## src/rtl/seg_scroll_pkg.sv

```systemverilog
// Shared types and constants for the seven-segment scroller.
// Exports the FSM state enum and the ASCII space code used as blank.
package seg_scroll_pkg;

    typedef enum logic [0:0] {
        IDLE   = 1'b0,
        SCROLL = 1'b1
    } state_t;

    localparam logic [7:0] ASCII_SPACE = 8'h20;

endpackage

```

## src/rtl/seven_seg_scroller_step_timer.sv

```systemverilog
// Frame step timer: counts 0..CLKS_PER_STEP-1 while enabled.
// Ports: i_Clk, i_Rst, clear (sync zero), enable (count), tc (last-count pulse).
module step_timer #(
    parameter int unsigned CLKS_PER_STEP = 6250000
) (
    input  logic i_Clk,
    input  logic i_Rst,
    input  logic clear,
    input  logic enable,
    output logic tc
);

    localparam int TW = $clog2(CLKS_PER_STEP);
    localparam logic [TW-1:0] LAST = TW'(CLKS_PER_STEP - 1);

    logic [TW-1:0] cnt;

    assign tc = enable && !clear && (cnt == LAST);

    always_ff @(posedge i_Clk or posedge i_Rst) begin
        if (i_Rst) begin
            cnt <= '0;
        end else if (clear) begin
            cnt <= '0;
        end else if (enable) begin
            cnt <= tc ? '0 : cnt + TW'(1);
        end
    end

endmodule

```

## src/rtl/seven_seg_scroller.sv

```systemverilog
// Scrolls a host-written ASCII message right-to-left over two digits.
// Ports: i_Clk/i_Rst, write/clear/start/stop/pause/loop controls,
// o_Char_Left/o_Char_Right codes, o_Count/o_Full, o_Busy, o_Done.
module seven_seg_scroller
    import seg_scroll_pkg::*;
#(
    parameter int unsigned CLKS_PER_STEP = 6250000,
    parameter int unsigned MSG_DEPTH     = 16
) (
    input  logic                         i_Clk,
    input  logic                         i_Rst,
    input  logic                         i_Wr_En,
    input  logic [7:0]                   i_Wr_Data,
    input  logic                         i_Clear,
    input  logic                         i_Start,
    input  logic                         i_Stop,
    input  logic                         i_Pause,
    input  logic                         i_Loop,
    output logic [7:0]                   o_Char_Left,
    output logic [7:0]                   o_Char_Right,
    output logic [$clog2(MSG_DEPTH):0]   o_Count,
    output logic                         o_Full,
    output logic                         o_Busy,
    output logic                         o_Done
);

    localparam int AW = $clog2(MSG_DEPTH);
    localparam int CW = AW + 1;

    state_t        state;
    logic [CW-1:0] count;
    logic [CW-1:0] k;
    logic [7:0]    msg [MSG_DEPTH];

    logic          tc;
    logic          full;
    logic          wr_ok;
    logic          last_frame;
    logic [CW-1:0] k_nxt;
    logic [AW-1:0] rd_l;
    logic [AW-1:0] rd_r;
    logic [7:0]    left_nxt;
    logic [7:0]    right_nxt;

    step_timer #(
        .CLKS_PER_STEP(CLKS_PER_STEP)
    ) u_timer (
        .i_Clk (i_Clk),
        .i_Rst (i_Rst),
        .clear (state == IDLE || i_Stop),
        .enable(state == SCROLL && !i_Pause),
        .tc    (tc)
    );

    assign full       = (count == CW'(MSG_DEPTH));
    assign last_frame = (k == count);

    // Starts and clears take the cycle; a write alongside them is dropped.
    assign wr_ok = (state == IDLE) && i_Wr_En && !full
                 && !i_Start && !i_Clear;

    // Output registers load from the frame being entered, so the two
    // read ports are addressed by the next frame index.
    always_comb begin
        k_nxt = '0;
        if (state == SCROLL && tc && !last_frame) begin
            k_nxt = k + CW'(1);
        end
        rd_l      = AW'(k_nxt - CW'(1));
        rd_r      = k_nxt[AW-1:0];
        left_nxt  = (k_nxt == '0)    ? ASCII_SPACE : msg[rd_l];
        right_nxt = (k_nxt == count) ? ASCII_SPACE : msg[rd_r];
    end

    always_ff @(posedge i_Clk) begin
        if (wr_ok) begin
            msg[count[AW-1:0]] <= i_Wr_Data;
        end
    end

    always_ff @(posedge i_Clk or posedge i_Rst) begin
        if (i_Rst) begin
            state        <= IDLE;
            count        <= '0;
            k            <= '0;
            o_Char_Left  <= ASCII_SPACE;
            o_Char_Right <= ASCII_SPACE;
            o_Busy       <= 1'b0;
            o_Done       <= 1'b0;
        end else begin
            o_Done <= 1'b0;
            unique case (state)
                IDLE: begin
                    if (i_Clear) begin
                        count <= '0;
                    end else if (i_Start && count != '0) begin
                        state        <= SCROLL;
                        k            <= '0;
                        o_Busy       <= 1'b1;
                        o_Char_Left  <= left_nxt;
                        o_Char_Right <= right_nxt;
                    end else if (wr_ok) begin
                        count <= count + CW'(1);
                    end
                end
                SCROLL: begin
                    if (i_Stop) begin
                        state        <= IDLE;
                        k            <= '0;
                        o_Busy       <= 1'b0;
                        o_Char_Left  <= ASCII_SPACE;
                        o_Char_Right <= ASCII_SPACE;
                    end else if (tc && last_frame && !i_Loop) begin
                        state        <= IDLE;
                        k            <= '0;
                        o_Busy       <= 1'b0;
                        o_Done       <= 1'b1;
                        o_Char_Left  <= ASCII_SPACE;
                        o_Char_Right <= ASCII_SPACE;
                    end else if (tc) begin
                        k            <= k_nxt;
                        o_Char_Left  <= left_nxt;
                        o_Char_Right <= right_nxt;
                    end
                end
                default: state <= IDLE;
            endcase
        end
    end

    assign o_Count = count;
    assign o_Full  = full;

endmodule

```

## config.mk

```make
export PLATFORM = sky130hd
export DESIGN_NAME = seven_seg_scroller
export DESIGN_NICKNAME = d
export VERILOG_FILES = /design/src/rtl/seg_scroll_pkg.sv /design/src/rtl/seven_seg_scroller_step_timer.sv /design/src/rtl/seven_seg_scroller.sv
export SDC_FILE = /design/constraint.sdc
export NUM_CORES = 1
export LEC_CHECK = 0
export ABC_AREA = 1
export ABC_CLOCK_PERIOD_IN_PS = 4080
export BUFFER_PORTS_ARGS = -buffer_cell sky130_fd_sc_hd__buf_2
export CAP_MARGIN = 20
export CORE_MARGIN = 5
export CORE_UTILIZATION = 37
export DETAILED_ROUTE_END_ITERATION = 8
export SETUP_SLACK_MARGIN = 0.2
export SYNTH_ARGS = -nofsm -noshare
export SYNTH_HDL_FRONTEND = slang
export SYNTH_SLANG_ARGS = --single-unit
export TNS_END_PERCENT = 10
```

## constraint.sdc

```tcl
create_clock -name i_Clk -period 4.08 [get_ports i_Clk]
set_input_delay 0.408 -clock i_Clk [delete_from_list [all_inputs] [get_ports i_Clk]]
set_output_delay 0.408 -clock i_Clk [all_outputs]
set_load 0.01 [all_outputs]
```

Word-level counts from Yosys, hierarchy flattened
Memories as Yosys holds them, arrays and structs flattened.
Index checks and enable logic that the tools add are counted.
Widths: inputs -> output; s select.
Cells by class
  add/sub/neg operators: 4
  equality and inequality tests: 9
  muxes and demuxes: 42
  bitwise operators: 1
  reductions and logical operators: 27
Operators with widths (count)
  $mux 8: 12
  $mux 23: 3
  $mux 5: 9
  $pmux 8 s2: 2
  $add 23x1->23 const B: 1
  $eq 23x23->1 const B: 1
  $mux 1: 13
  $logic_and 1x1->1: 12
  $add 5x1->5 const B: 2
  $eq 5x5->1: 2
  $pmux 5 s2: 1
  $reduce_and 3->1: 3
  $logic_not 1->1: 7
  $eq 5x5->1 const B: 1
  $logic_not 5->1: 1
  $reduce_bool 5->1: 1
  $ne 2x2->1 const B: 2
  $ne 4x2->1 const B: 1
  $pmux 1 s2: 2
  $reduce_bool 2->1: 2
  $sub 4x1->4 const B: 1
  $ne 3x2->1 const B: 1
  $ne 2x1->1 const B: 1
  $logic_or 1x1->1: 1
  $not 1->1: 1
Storage, ports and cells
  flip-flop bits (word level): 52
  memory bits (writable): 128
  input port bits: 16
  memories: 1
Memory list
  msg: words 16, width 8, read ports 2, clocked after Yosys merged registers in 0, wr ports 1, RTL line seven_seg_scroller.sv:33  | logic [7:0] msg [MSG_DEPTH];

Longest topological paths before layout
An unclocked memory read counts as a cell.
  depth after elaboration: 15
  mapped depth: 17
  mapped depth without buffers: 16

By module
Synthesis repeated with hierarchy kept, for this count alone.
Unflattened totals
  cells, all modules: 1082
  area total of the unflattened synthesis: 9556.7 um^2
Modules (own cells, without submodules)
  seven_seg_scroller: times used 1, cells each 897, area an instance 8017.7 um^2, seq. area each 4571.9 um^2
  step_timer: times used 1, cells each 185, area an instance 1539.0 um^2, seq. area each 575.6 um^2

Worst setup path after synthesis
No wires, ideal clock.
  kind: register to register
  start: register count[0] (netlist: o_Count[0])
  end: memory msg[1][0] (enable)
  data arrival time: 1.792 ns
  data required time: 3.710 ns
  setup slack: 1.917 ns
  cell stages (with the launch flop): 8
  period minus slack after synthesis: 2.163 ns
  cells stage by stage: dfrtp_1 -> inv_1 -> ha_1 -> nand2_1 -> o211ai_1 -> nor2_1 -> nand2_1 -> nor2_1
On the way
  longest elaborated chain between the ends: 7
RTL lines
  start, declared: RTL line seven_seg_scroller.sv:31  | logic [CW-1:0] count;
  start signal, assigned: RTL line seven_seg_scroller.sv:103  | count <= count + CW'(1);
  $eq 5x5->1: RTL line seven_seg_scroller.sv:55  | assign full = (count == CW'(MSG_DEPTH));
  $logic_not 1->1: RTL line seven_seg_scroller.sv:59  | assign wr_ok = (state == IDLE) && i_Wr_En && !full
  $logic_and 1x1->1: RTL line seven_seg_scroller.sv:59
  $logic_and 1x1->1 (2 in a row): RTL line seven_seg_scroller.sv:60  | && !i_Start && !i_Clear;
  $mux 1: RTL line seven_seg_scroller.sv:76  | if (wr_ok) begin
  $mux 1 (implied by the code): RTL line seven_seg_scroller.sv:77  | msg[count[AW-1:0]] <= i_Wr_Data;
  end, declared: RTL line seven_seg_scroller.sv:33
Several ways; a longest one is shown, not always the timed one.

Worst setup path after layout
  start: register count[1] (netlist: o_Count[1])
  end: register o_Char_Left[0]
On the way
  longest elaborated chain between the ends: 11
RTL lines
  $eq 5x5->1: RTL line seven_seg_scroller.sv:56  | assign last_frame = (k == count);
  $logic_not 1->1: RTL line seven_seg_scroller.sv:66  | if (state == SCROLL && tc && !last_frame) begin
  $logic_and 1x1->1: RTL line seven_seg_scroller.sv:66
  $mux 5: RTL line seven_seg_scroller.sv:66
  $sub 4x1->4: RTL line seven_seg_scroller.sv:69  | rd_l = AW'(k_nxt - CW'(1));
  $mem_v2 16x8
  $mux 8: RTL line seven_seg_scroller.sv:71  | left_nxt = (k_nxt == '0) ? ASCII_SPACE : msg[rd_l];
  $mux 8: RTL line seven_seg_scroller.sv:120  | end else if (tc) begin
  $mux 8: RTL line seven_seg_scroller.sv:113  | end else if (tc && last_frame && !i_Loop) begin
  $mux 8: RTL line seven_seg_scroller.sv:107  | if (i_Stop) begin
  $pmux 8 s2: RTL line seven_seg_scroller.sv:92  | unique case (state)
  end signal, assigned: RTL line seven_seg_scroller.sv:100  | o_Char_Left <= left_nxt;
  end signal, assigned: RTL line seven_seg_scroller.sv:122  | o_Char_Left <= left_nxt;
  end, declared: RTL line seven_seg_scroller.sv:19  | output logic [7:0] o_Char_Left,
Several ways; a longest one is shown, not always the timed one. The select of a mux whose other input is x is not followed.
A chain may end at the register's enable or synchronous reset.

==> metrics.md <==
| Metric | Value |
|---|---|
| Post-synth EDFFs | roughly 130 |
| Mean Syn Cell Area | 8.55 um^2 |
| Pwr Total | between 4 and 5 mW |
| Final GP Congestion | 1.00 |
| Fin cells | 1513 |
| Hold depth | 2 |
| XOR/XNOR share of the synthesized area | 0.00800 |
| Largest net degree at the start of global routing | 60 |
| Async S/R FF share, synth | 0.289 |
| Final Cycle Share | 0.831 |
| R2R Path End | o_Char_Left[0]$_DFFE_PP0P_ |
| Top area cells in the synthesized netlist | edfxtp_1 40%, dfrtp_1 13%, nand2_1 11% |
| Area growth, synth to finish | 10.7% |
| Post-CTS Repair Setup Buffers | 0 |
| Number of distinct library cells after synthesis | 47 |
| DR top layer | met4 |
| Clk_lat worst skew | roughly 0.45 ns |
| Total gr overflow | 0 |
| PD cells | 383 mW/mm^2 |
| Cell Count Post-Placement | around 1500 |
| FF-to-FF setup slack | 0.69 ns |
| Minimum clock period | 3.39 ns |
| Initial antenna violation count | 0 |
| Initial Utilization | 0.374 |
| CP arrival | 3.72 ns |
| Critical Path Sink Type | flop |
| DRT iter0 DRCs | 1058 |
| Synth Area in Adders | 0.00774 |
| Dominant cell by count in the synthesized netlist | nand2_1 |
| Vias in the first global route | 7642 |
| Post-synthesis mux area share | 0 |
| Yosys top cell by area | edfxtp_1 |
| Seq/Total Area, Yosys | 0.531 |
| Multi-input logic area | 0.00383 mm^2 |
| Synthesized Nets | 1156 |
| Placed Instance Area | roughly 0.010 mm^2 |
| Crit path kind | reg2reg |
| Combinational family with the most area after synthesis | simple AND/OR/NAND/NOR gates |
| Die H | 172 um |
| Core region area | around 0.026 mm^2 |
| Synthesized instance count | 1134 |
| HPWL after DPL | 21.4 mm |
| #FFs+latches synth | 180 |
| Leak | 4.59 nW |
| Worst-path clk slew | roughly 0.070 ns |
| Status | finished clean |
| Gr usage total | 0.210 |
| Synth Flop Type | edfxtp_1 |
| Worst path max stage delay | 0.52 ns |
| Top cell type's share of synthesized area | 0.396 |
| CTS tree | built |
| Reg area | 0.00515 mm^2 |
| Worst vdd ir | 337 uV |
| Per-cell routed wire length | slightly above 20 um |
| Worst Skew | 0.0143 ns |
| Hold_buf cts | 0 |
| RSZ-0062 raised after global routing | no |
| Setup-failing EPs final | 0 |
| Worst-case reg-to-reg path depth | 14 |
| Simple-gate portion of the synthesized area | 0.300 |
| Commonest cells post-synth | 278 x nand2_1, 128 x edfxtp_1, 121 x inv_1 |
| Worst Path Required | 4.41 ns |
| Synth Cell Area | 0.00970 mm^2 |
| Horiz. Die Dim | 172 um |
| Layout cells sized above 1 | 0.112 |
| Complex-gate fraction of the synthesized area | 0.0787 |
| First drt pass iteration count | 5 |
| CTS Buf Count | 17 |
| Clock Path Buffers | 2 |
| Vias | around 8000 |
| Worst R2R Start | o_Count[1]$_DFFE_PP0P_ |
| Port buffer count | 39 |
| Boundary pin count | 40 |
| First-pass GRT wire length | 46.3 mm |
| Synthesis warning total | 0 |
| DR WL met2 | 13.9 mm |
| Post-CTS resize count | 0 |
| Hold Path Class | in2reg |
| CP max-delay cell | buf_4 |
| CP Launch Type | flop |
| Crit path max fanout | 59 |
| Fmax | 295 MHz |
| Post-route cell area | roughly 0.011 mm^2 |
| Worst-Margin Slew | 1.01 ns |
| CTS Root Cell | clkbuf_16 |
| Setup TNS | 0 ns |
| Max-slew headroom | 0.325 |
| Rows | 59 |
| Metal3 WL | 2.72 mm |
| Final Max Slew Viols | 0 |
| Antenna viol nets, final | 0 |
| Total die area | 0.0296 mm^2 |
| Clock sink total | 180 |
| Reported max-cap violation count | 0 |
| Final antenna diode count | 0 |
| # DRC | 0 |
| Layout Nets | 1187 |
| HP Start | i_Loop |
| Vias per cell | 5.41 |
| Final Hold Viols | 0 |
| Total Wirelength | 30.8 mm |
| Met1 WL | 13.0 mm |
| Hold EP | o_Done$_DFF_PP0_ |
| Crit path cell chain | inv_1 > nand2_1 > nand2_1 > nor2_1 > nand3_1 > nand3_2 > buf_4 > clkinv_2 > o21ai_0 > nand2_1 > nand3_1 > nand3_1 > nand3_1 > nand2_1 |
| Htree depth | 4 |
| Fillers | 2548 |
-- logic make-up (layout without fill, tap and decap cells) --
kind of cell,after synthesis,count (layout)
AOI/OAI and AO/OA,141,141
xor gates and xnor gates,8,8
adders and majority gates,6,6
buffers and inverters,170,214
DFF,180,180
and+or+nand+nor,629,629
-- state kept, by name, indices dropped and copies added, names as in the netlist --
name	cells
u_timer.cnt	23
o_Char_Left	8
k	5
msg	128
o_Char_Right	8
o_Count	5
state	1
o_Busy	1
o_Done	1
-- per-stage QoR --
step	hold WS (ns)	utilization	setup slack [ns]
floorplan	0.477	-	1.92
global placement	0.460	0.392	0.855
detailed placement	0.467	0.392	0.797
CTS	0.145	0.415	0.759
global route	0.151	0.415	0.357
finish	0.146	0.415	0.690
-- layout by cell type (no fill, tap or decap), types with 31 or more instances in the layout --
master    Yosys  routed
nor2_1      118     118
buf_2        17      39
nand2_1     278     278
inv_1       121     120
o21ai_0      45      45
nand3_1     116     116
nand4_1      31      31
edfxtp_1    128     128
dfrtp_1      50      50
a21oi_1      62      62
-- cell type report --
class	count	share of cell area
clock buffers	17	0.0396
flip-flops and latches	180	0.479
well taps	335	0.0390
repair buffers	50	0.0259
inverters	132	0.0462
multi-input cells	784	0.356
clock inverters	15	0.0135
-- worst max path at each step --
stage | end | start | cells past startpoint
after detailed placement | o_Char_Right[5]$_DFFE_PP1P_ | o_Count[1]$_DFFE_PP0P_ | 14
after CTS | o_Char_Right[5]$_DFFE_PP1P_ | o_Count[1]$_DFFE_PP0P_ | 14
after global placement | o_Char_Right[5]$_DFFE_PP1P_ | o_Count[1]$_DFFE_PP0P_ | 14
final | o_Char_Left[0]$_DFFE_PP0P_ | o_Count[1]$_DFFE_PP0P_ | 14
after floorplan | msg[1][0]$_DFFE_PP_ | o_Count[0]$_DFFE_PP0P_ | 7
after global routing | o_Char_Left[0]$_DFFE_PP0P_ | o_Count[1]$_DFFE_PP0P_ | 14
-- metal layers --
metal,vias to the layer above,global-route usage
met5,-,0
met4,0,0.0783
met3,76,0.0428
met2,423,0.325
met1,3848,0.291
li1,3844,-
-- power breakdown --
part	total (mW)	internal (mW)	switching, mW
sequential	2.05	2.01	0.0399
combinational	0.422	0.109	0.314
clock	1.65	0.857	0.788
total	4.12	2.98	1.14
-- critical path, delay by kind of cell (launching register included) --
kind	cells	cell delay, ns
simple gates	10	1.47
flops	1	0.49
compound gates	1	0.26
buf+inv	3	1.03
Power figures use the tool's default switching activity.
